$ cat src/rtl/cache_axi_pkg.sv
// Shared types and encodings for the cache line-fill / write-back AXI master.
package cache_axi_pkg;

  typedef enum logic [2:0] {
    ST_IDLE,
    ST_AR,
    ST_R,
    ST_AW,
    ST_W,
    ST_B,
    ST_DONE
  } state_t;

  localparam logic [1:0] BURST_INCR = 2'b01;
  localparam logic [1:0] RESP_OKAY  = 2'b00;

  // AXI AxSIZE encoding: log2 of the beat size in bytes.
  function automatic logic [2:0] size_enc(input int unsigned bytes);
    logic [2:0] enc;
    enc = 3'd0;
    for (int i = 0; i < 8; i++) begin
      if ((32'd1 << i) == bytes) enc = 3'(i);
    end
    return enc;
  endfunction

endpackage

$ cat src/rtl/cache_axi_watchdog.sv
// Stall watchdog: counts cycles in a bus phase without a handshake and
// flags a timeout once the count saturates at 1023.
module cache_axi_watchdog (
  input  logic clk,
  input  logic arst,
  input  logic active,
  input  logic handshake,
  output logic timeout
);

  logic [9:0] count_reg;

  always_ff @(posedge clk or posedge arst) begin
    if (arst) begin
      count_reg <= '0;
    end else if (!active || handshake) begin
      count_reg <= '0;
    end else if (count_reg != 10'h3FF) begin
      count_reg <= count_reg + 10'd1;
    end
  end

  assign timeout = active && !handshake && (count_reg == 10'h3FF);

endmodule

$ cat src/rtl/cache_axi_master.sv
// Cache-line AXI master: one INCR burst per fill (AR/R) or write-back (AW/W/B).
// Optional stall watchdog enabled by defining CACHE_AXI_TIMEOUT_EN.
module cache_axi_master
  import cache_axi_pkg::*;
#(
  parameter int AXI_ADDR_WIDTH = 32,
  parameter int AXI_DATA_WIDTH = 32,
  parameter int BLOCK_WIDTH    = 512
) (
  input  logic                        clk,
  input  logic                        arst,
  input  logic                        i_fill_req,
  input  logic                        i_wb_req,
  input  logic [AXI_ADDR_WIDTH-1:0]   i_addr,
  input  logic [AXI_DATA_WIDTH-1:0]   i_blk_data,
  output logic [AXI_DATA_WIDTH-1:0]   o_blk_data,
  output logic                        o_blk_shift,
  output logic                        o_start_read,
  output logic                        o_start_write,
  output logic                        o_done,
  output logic                        o_error,
  output logic                        o_arvalid,
  input  logic                        i_arready,
  output logic [AXI_ADDR_WIDTH-1:0]   o_araddr,
  output logic [7:0]                  o_arlen,
  output logic [2:0]                  o_arsize,
  output logic [1:0]                  o_arburst,
  input  logic                        i_rvalid,
  output logic                        o_rready,
  input  logic [AXI_DATA_WIDTH-1:0]   i_rdata,
  input  logic                        i_rlast,
  input  logic [1:0]                  i_rresp,
  output logic                        o_awvalid,
  input  logic                        i_awready,
  output logic [AXI_ADDR_WIDTH-1:0]   o_awaddr,
  output logic [7:0]                  o_awlen,
  output logic [2:0]                  o_awsize,
  output logic [1:0]                  o_awburst,
  output logic                        o_wvalid,
  input  logic                        i_wready,
  output logic [AXI_DATA_WIDTH-1:0]   o_wdata,
  output logic                        o_wlast,
  output logic [AXI_DATA_WIDTH/8-1:0] o_wstrb,
  input  logic                        i_bvalid,
  output logic                        o_bready,
  input  logic [1:0]                  i_bresp
);

  localparam int BEATS  = BLOCK_WIDTH / AXI_DATA_WIDTH;
  localparam int CW     = (BEATS > 1) ? $clog2(BEATS) : 1;
  localparam int OFFSET = $clog2(BLOCK_WIDTH / 8);
  localparam logic [CW-1:0] LAST_BEAT = CW'(BEATS - 1);

  state_t                    state_reg, state_next;
  logic [AXI_ADDR_WIDTH-1:0] addr_reg, addr_next;
  logic [CW-1:0]             cnt_reg, cnt_next;
  logic                      err_reg, err_next;
  logic                      is_wb_reg, is_wb_next;

  always_ff @(posedge clk or posedge arst) begin
    if (arst) begin
      state_reg <= ST_IDLE;
      addr_reg  <= '0;
      cnt_reg   <= '0;
      err_reg   <= 1'b0;
      is_wb_reg <= 1'b0;
    end else begin
      state_reg <= state_next;
      addr_reg  <= addr_next;
      cnt_reg   <= cnt_next;
      err_reg   <= err_next;
      is_wb_reg <= is_wb_next;
    end
  end

`ifdef CACHE_AXI_TIMEOUT_EN
  logic active, handshake, timeout;

  assign active = (state_reg == ST_AR) || (state_reg == ST_R) || (state_reg == ST_AW) ||
                  (state_reg == ST_W) || (state_reg == ST_B);
  assign handshake = (o_arvalid & i_arready) | (o_rready & i_rvalid) |
                     (o_awvalid & i_awready) | (o_wvalid & i_wready) |
                     (o_bready & i_bvalid);

  cache_axi_watchdog u_watchdog (
    .clk       (clk),
    .arst      (arst),
    .active    (active),
    .handshake (handshake),
    .timeout   (timeout)
  );
`endif

  always_comb begin
    state_next    = state_reg;
    addr_next     = addr_reg;
    cnt_next      = cnt_reg;
    err_next      = err_reg;
    is_wb_next    = is_wb_reg;
    o_arvalid     = 1'b0;
    o_rready      = 1'b0;
    o_awvalid     = 1'b0;
    o_wvalid      = 1'b0;
    o_wlast       = 1'b0;
    o_bready      = 1'b0;
    o_blk_shift   = 1'b0;
    o_start_read  = 1'b0;
    o_start_write = 1'b0;
    o_done        = 1'b0;
    o_error       = 1'b0;
    case (state_reg)
      ST_IDLE: begin
        // Write-back wins so a dirty victim leaves before the new line arrives.
        if (i_wb_req || i_fill_req) begin
          addr_next  = {i_addr[AXI_ADDR_WIDTH-1:OFFSET], {OFFSET{1'b0}}};
          err_next   = 1'b0;
          is_wb_next = i_wb_req;
          state_next = i_wb_req ? ST_AW : ST_AR;
        end
      end
      ST_AR: begin
        o_arvalid    = 1'b1;
        o_start_read = 1'b1;
        if (i_arready) begin
          cnt_next   = '0;
          state_next = ST_R;
        end
      end
      ST_R: begin
        o_rready     = 1'b1;
        o_start_read = 1'b1;
        if (i_rvalid) begin
          o_blk_shift = 1'b1;
          if ((i_rresp != RESP_OKAY) || (i_rlast != (cnt_reg == LAST_BEAT))) err_next = 1'b1;
          if (cnt_reg == LAST_BEAT) state_next = ST_DONE;
          else                      cnt_next   = cnt_reg + 1'b1;
        end
      end
      ST_AW: begin
        o_awvalid     = 1'b1;
        o_start_write = 1'b1;
        if (i_awready) begin
          cnt_next   = '0;
          state_next = ST_W;
        end
      end
      ST_W: begin
        o_wvalid      = 1'b1;
        o_start_write = 1'b1;
        o_wlast       = (cnt_reg == LAST_BEAT);
        if (i_wready) begin
          o_blk_shift = 1'b1;
          if (cnt_reg == LAST_BEAT) state_next = ST_B;
          else                      cnt_next   = cnt_reg + 1'b1;
        end
      end
      ST_B: begin
        o_bready      = 1'b1;
        o_start_write = 1'b1;
        if (i_bvalid) begin
          if (i_bresp != RESP_OKAY) err_next = 1'b1;
          state_next = ST_DONE;
        end
      end
      ST_DONE: begin
        o_done        = 1'b1;
        o_error       = err_reg;
        o_start_read  = !is_wb_reg;
        o_start_write = is_wb_reg;
        state_next    = ST_IDLE;
      end
      default: state_next = ST_IDLE;
    endcase
`ifdef CACHE_AXI_TIMEOUT_EN
    if (timeout) begin
      err_next   = 1'b1;
      state_next = ST_DONE;
    end
`endif
  end

  assign o_blk_data = i_rdata;
  assign o_wdata    = i_blk_data;
  assign o_wstrb    = '1;
  assign o_araddr   = addr_reg;
  assign o_awaddr   = addr_reg;
  assign o_arlen    = 8'(BEATS - 1);
  assign o_awlen    = 8'(BEATS - 1);
  assign o_arsize   = size_enc(AXI_DATA_WIDTH / 8);
  assign o_awsize   = size_enc(AXI_DATA_WIDTH / 8);
  assign o_arburst  = BURST_INCR;
  assign o_awburst  = BURST_INCR;

endmodule
$ cat config.mk
export PLATFORM = sky130hd
export DESIGN_NAME = cache_axi_master
export DESIGN_NICKNAME = d
export VERILOG_FILES = /design/src/rtl/cache_axi_pkg.sv /design/src/rtl/cache_axi_watchdog.sv /design/src/rtl/cache_axi_master.sv
export SDC_FILE = /design/constraint.sdc
export NUM_CORES = 1
export LEC_CHECK = 0
export ABC_AREA = 1
export CORE_AREA = 2 2 107 109
export CTS_BUF_LIST = sky130_fd_sc_hd__clkbuf_4
export DETAILED_ROUTE_END_ITERATION = 6
export DIE_AREA = 0 0 109 111
export HOLD_SLACK_MARGIN = 0.12
export PLACE_DENSITY = 0.71
export SYNTH_ARGS = -nofsm -noshare
export SYNTH_HDL_FRONTEND = slang
export SYNTH_SLANG_ARGS = --single-unit
$ cat constraint.sdc
create_clock -name clk -period 2.5 [get_ports clk]
set_input_delay 0.5 -clock clk [delete_from_list [all_inputs] [get_ports clk]]
set_output_delay 0.5 -clock clk [all_outputs]
set_load 0.02 [all_outputs]
==> results.json <==
{
  "syn_inst": 355,
  "synth-simple-area-share_pct": 24.27,
  "cts_root_buffer": "clkbuf_4",
  "drt_wl_total_um": 5741,
  "final_nets": 481,
  "antenna_left": 0,
  "total_power_mw": 4.002,
  "path_max_fanout": 8,
  "peakVddDrop_uv": 485.3,
  "fin_cells": 514,
  "fin_crit_ns": 2.346,
  "critPathMaxStageDelay_ns": 0.59,
  "clk_latency_ns": 0.33,
  "fp.dieH_um": 111,
  "worst_setup_hold_path_clk_slew_ns": 0.12,
  "area_delta_synth_final_pct": 15.15,
  "cts_buffer_depth": 2,
  "die_w_um": 109,
  "fin_tns_setup_ns": 0,
  "synth_top_family_by_area": "buffers and inverters",
  "rows": 39,
  "post_cts_buffers": 0,
  "nFillCells": 1203,
  "htree_levels": 2,
  "start_util_pct": 24.52,
  "synthMuxAreaShare_pct": 0,
  "grt_max_degree": 36,
  "rsz0062_at_grt": "false",
  "syn_avg_cell_area_um2": 7.652,
  "dpl.hpwl_um": 4353,
  "grt_pass1_vias": 1839,
  "ys_types": 25,
  "vias": 2001,
  "synth_compound_area_share_pct": 1.889,
  "wl_per_cell_um": 11.17,
  "maxSlewViolCount": 0,
  "drtPass1Iterations": 4,
  "crit_path_end_kind": "output port",
  "place.port_buffers": 102,
  "gp_congestion": 0.8304,
  "gr-usage-all-layers_pct": 9.275,
  "startpoint_type": "register",
  "syn_area_um2": 2716,
  "dp.cells": 506,
  "worstPathRequired_ns": 2.00,
  "synth_xor_area_share_pct": 0.6449,
  "grt_overflow_total": 0,
  "cpMaxStageDelayCell": "clkdlybuf4s50_1",
  "grt_pass1_wl_um": 8838,
  "timing.fmax_mhz": 426.2,
  "hold_class": "register to register",
  "die_area_um2": 12100,
  "antenna_found_initial": 0,
  "synth-adder-area-share_pct": 0.4606,
  "fin_crit_sh_pct": 93.85,
  "power_density_nw_per_um2": 1279,
  "fin_worst_skew_ns": 0.01022,
  "first_iter_violations": 93,
  "ys_ff_latch": 35,
  "setup_violations": 0,
  "tritoncts": "yes",
  "cts_buffers": 5,
  "via_per_inst": 3.893,
  "yosys_warnings": 0,
  "status": "complete, no violations",
  "drcViolationCount": 0,
  "n_antenna_cell": 0,
  "core_um2": 11080,
  "ys_seq_area_share_pct": 32.24,
  "p_leak_nw": 1.620,
  "io_pins": 279,
  "path_class": "register to output port",
  "crit_arrival_ns": 1.85,
  "max_cap_violations": 0,
  "final_layout_size_suffix_gt1_share_pct": 8.086,
  "largest_reg_flops": 26,
  "clock-sinks": 35,
  "timing_hold_violations_final": 0,
  "cp_cell_sequence": "inv_2 > nor2_4 > nand2_2 > inv_1 > clkdlybuf4s50_1"
}
==> power by group <==
group | switching (mW) | total (mW) | internal, mW
Sequential | 0.211 | 1.04 | 0.825
Clock | 0.193 | 0.324 | 0.132
Combinational | 1.52 | 2.64 | 1.12
Total | 1.92 | 4.00 | 2.08
==> cell type report <==
type / count / area (um2) / area share [%]
Multi-Input combinational cell: 205 / 898.4 / 28.72
Clock inverter: 1 / 5.005 / 0.1600
Timing Repair Buffer: 105 / 1049 / 33.52
Sequential cell: 35 / 877.1 / 28.04
Clock buffer: 7 / 52.55 / 1.680
Tap cell: 143 / 178.9 / 5.720
Inverter: 18 / 67.56 / 2.160
==> synthesized netlist by cell type <==
cell type / instances / area, um2
xor2_1: 1 / 8.760
nor2_2: 2 / 12.51
ha_1: 1 / 12.51
o22ai_1: 1 / 6.260
nand2_4: 2 / 22.52
nand3_1: 14 / 70.07
nand2_2: 6 / 37.54
a21oi_1: 2 / 10.01
nand4_1: 2 / 12.51
nand3b_1: 1 / 7.510
nor2_1: 13 / 48.80
nand2_1: 109 / 409.1
inv_2: 3 / 11.26
nor3_4: 1 / 16.27
conb_1: 2 / 7.510
o21ai_2: 2 / 17.52
buf_4: 134 / 1006
o211ai_1: 1 / 7.510
o21ai_0: 2 / 10.01
nor2_4: 2 / 22.52
clkbuf_1: 2 / 7.510
buf_6: 1 / 11.26
xnor2_1: 1 / 8.760
dfrtp_1: 35 / 875.8
inv_1: 15 / 56.30
==> per-stage QoR <==
stage / hold WS (ns) / util [%] / instance area [um2] / setup WS [ns]
2_1_floorplan: 0.4412 / - / 2867 / 0.7029
3_3_place_gp: 0.4562 / 27.66 / 3064 / 0.2193
3_5_place_dp: 0.4668 / 27.66 / 3064 / 0.2167
4_1_cts: 0.4984 / 28.17 / 3120 / 0.02426
5_1_grt: 0.5287 / 28.24 / 3128 / 0.03325
6_report: 0.4956 / 28.24 / 3128 / 0.1538
==> layer usage <==
metal,wire length (um),GRT usage (%),up-vias
met5,0,0,-
met4,125,4.017,0
met3,582,2.939,19
met2,2785,16.19,131
met1,2247,10.12,915
li1,-,-,936
==> worst max-delay path: cells and delay by family, from the launching register on <==
family                 cells  cell delay (ns)
DFF                        1             0.47
buffers and inverters      3             0.78
and+or+nand+nor            2             0.27
==> final timing paths <==
| kind | depth (start not counted) | startpoint | slack, ns | to |
|---|---|---|---|---|
| worst max-delay path | 5 | state_reg[1]$_DFFE_PP0P_ | 0.15 | o_rready |
| worst min-delay path | 2 | err_reg$_DFFE_PP0P_ | 0.50 | err_reg$_DFFE_PP0P_ |
| worst max register to register | 6 | state_reg[2]$_DFFE_PP0P_ | 0.88 | o_araddr[15]$_DFFE_PP0P_ |
| worst min register to register | 2 | err_reg$_DFFE_PP0P_ | 0.50 | err_reg$_DFFE_PP0P_ |
| max in group asynchronous | 3 | arst | 1.59 | state_reg[0]$_DFFE_PP0P_ |
| min in group asynchronous | 3 | arst | 0.56 | o_araddr[22]$_DFFE_PP0P_ |
==> repair_timing <==
item / 4_1_cts / 5_1_grt
hold endpoints to repair: 0 / 0
hold buffers: 0 / 0
gates resized for setup: 3 / 3
setup endpoints to repair: 3 / 3
==> kinds of logic (layout without fill, tap and decap cells) <==
| kind of cell | after synthesis | after routing |
|---|---|---|
| buffers and inverters | 155 | 131 |
| other | 2 | 42 |
| AND/OR/NAND/NOR | 152 | 152 |
| adder cells (fa/ha/maj) | 1 | 1 |
| flip-flops | 35 | 35 |
| XOR/XNOR | 2 | 2 |
| AO/OA/AOI/OAI | 8 | 8 |
==> cell usage in the layout, fill, tap and decap left out <==
cell type / instances
nor3_4: 1
ha_1: 1
o211ai_1: 1
nand2_2: 6
dlymetal6s2s_1: 3
nor2_1: 13
inv_2: 3
a21oi_1: 2
dlygate4sd2_1: 2
o22ai_1: 1
xnor2_1: 1
nand3b_1: 1
dfrtp_2: 1
nor2_2: 2
conb_1: 42
buf_4: 3
inv_1: 15
nand3_1: 14
nand2_4: 2
nand4_1: 2
clkdlybuf4s50_1: 97
clkinv_2: 1
dfrtp_1: 34
o21ai_2: 2
nand2_1: 109
o21ai_0: 2
clkbuf_4: 7
xor2_1: 1
nor2_4: 2
Note: power is estimated with default switching activity, not from simulation.
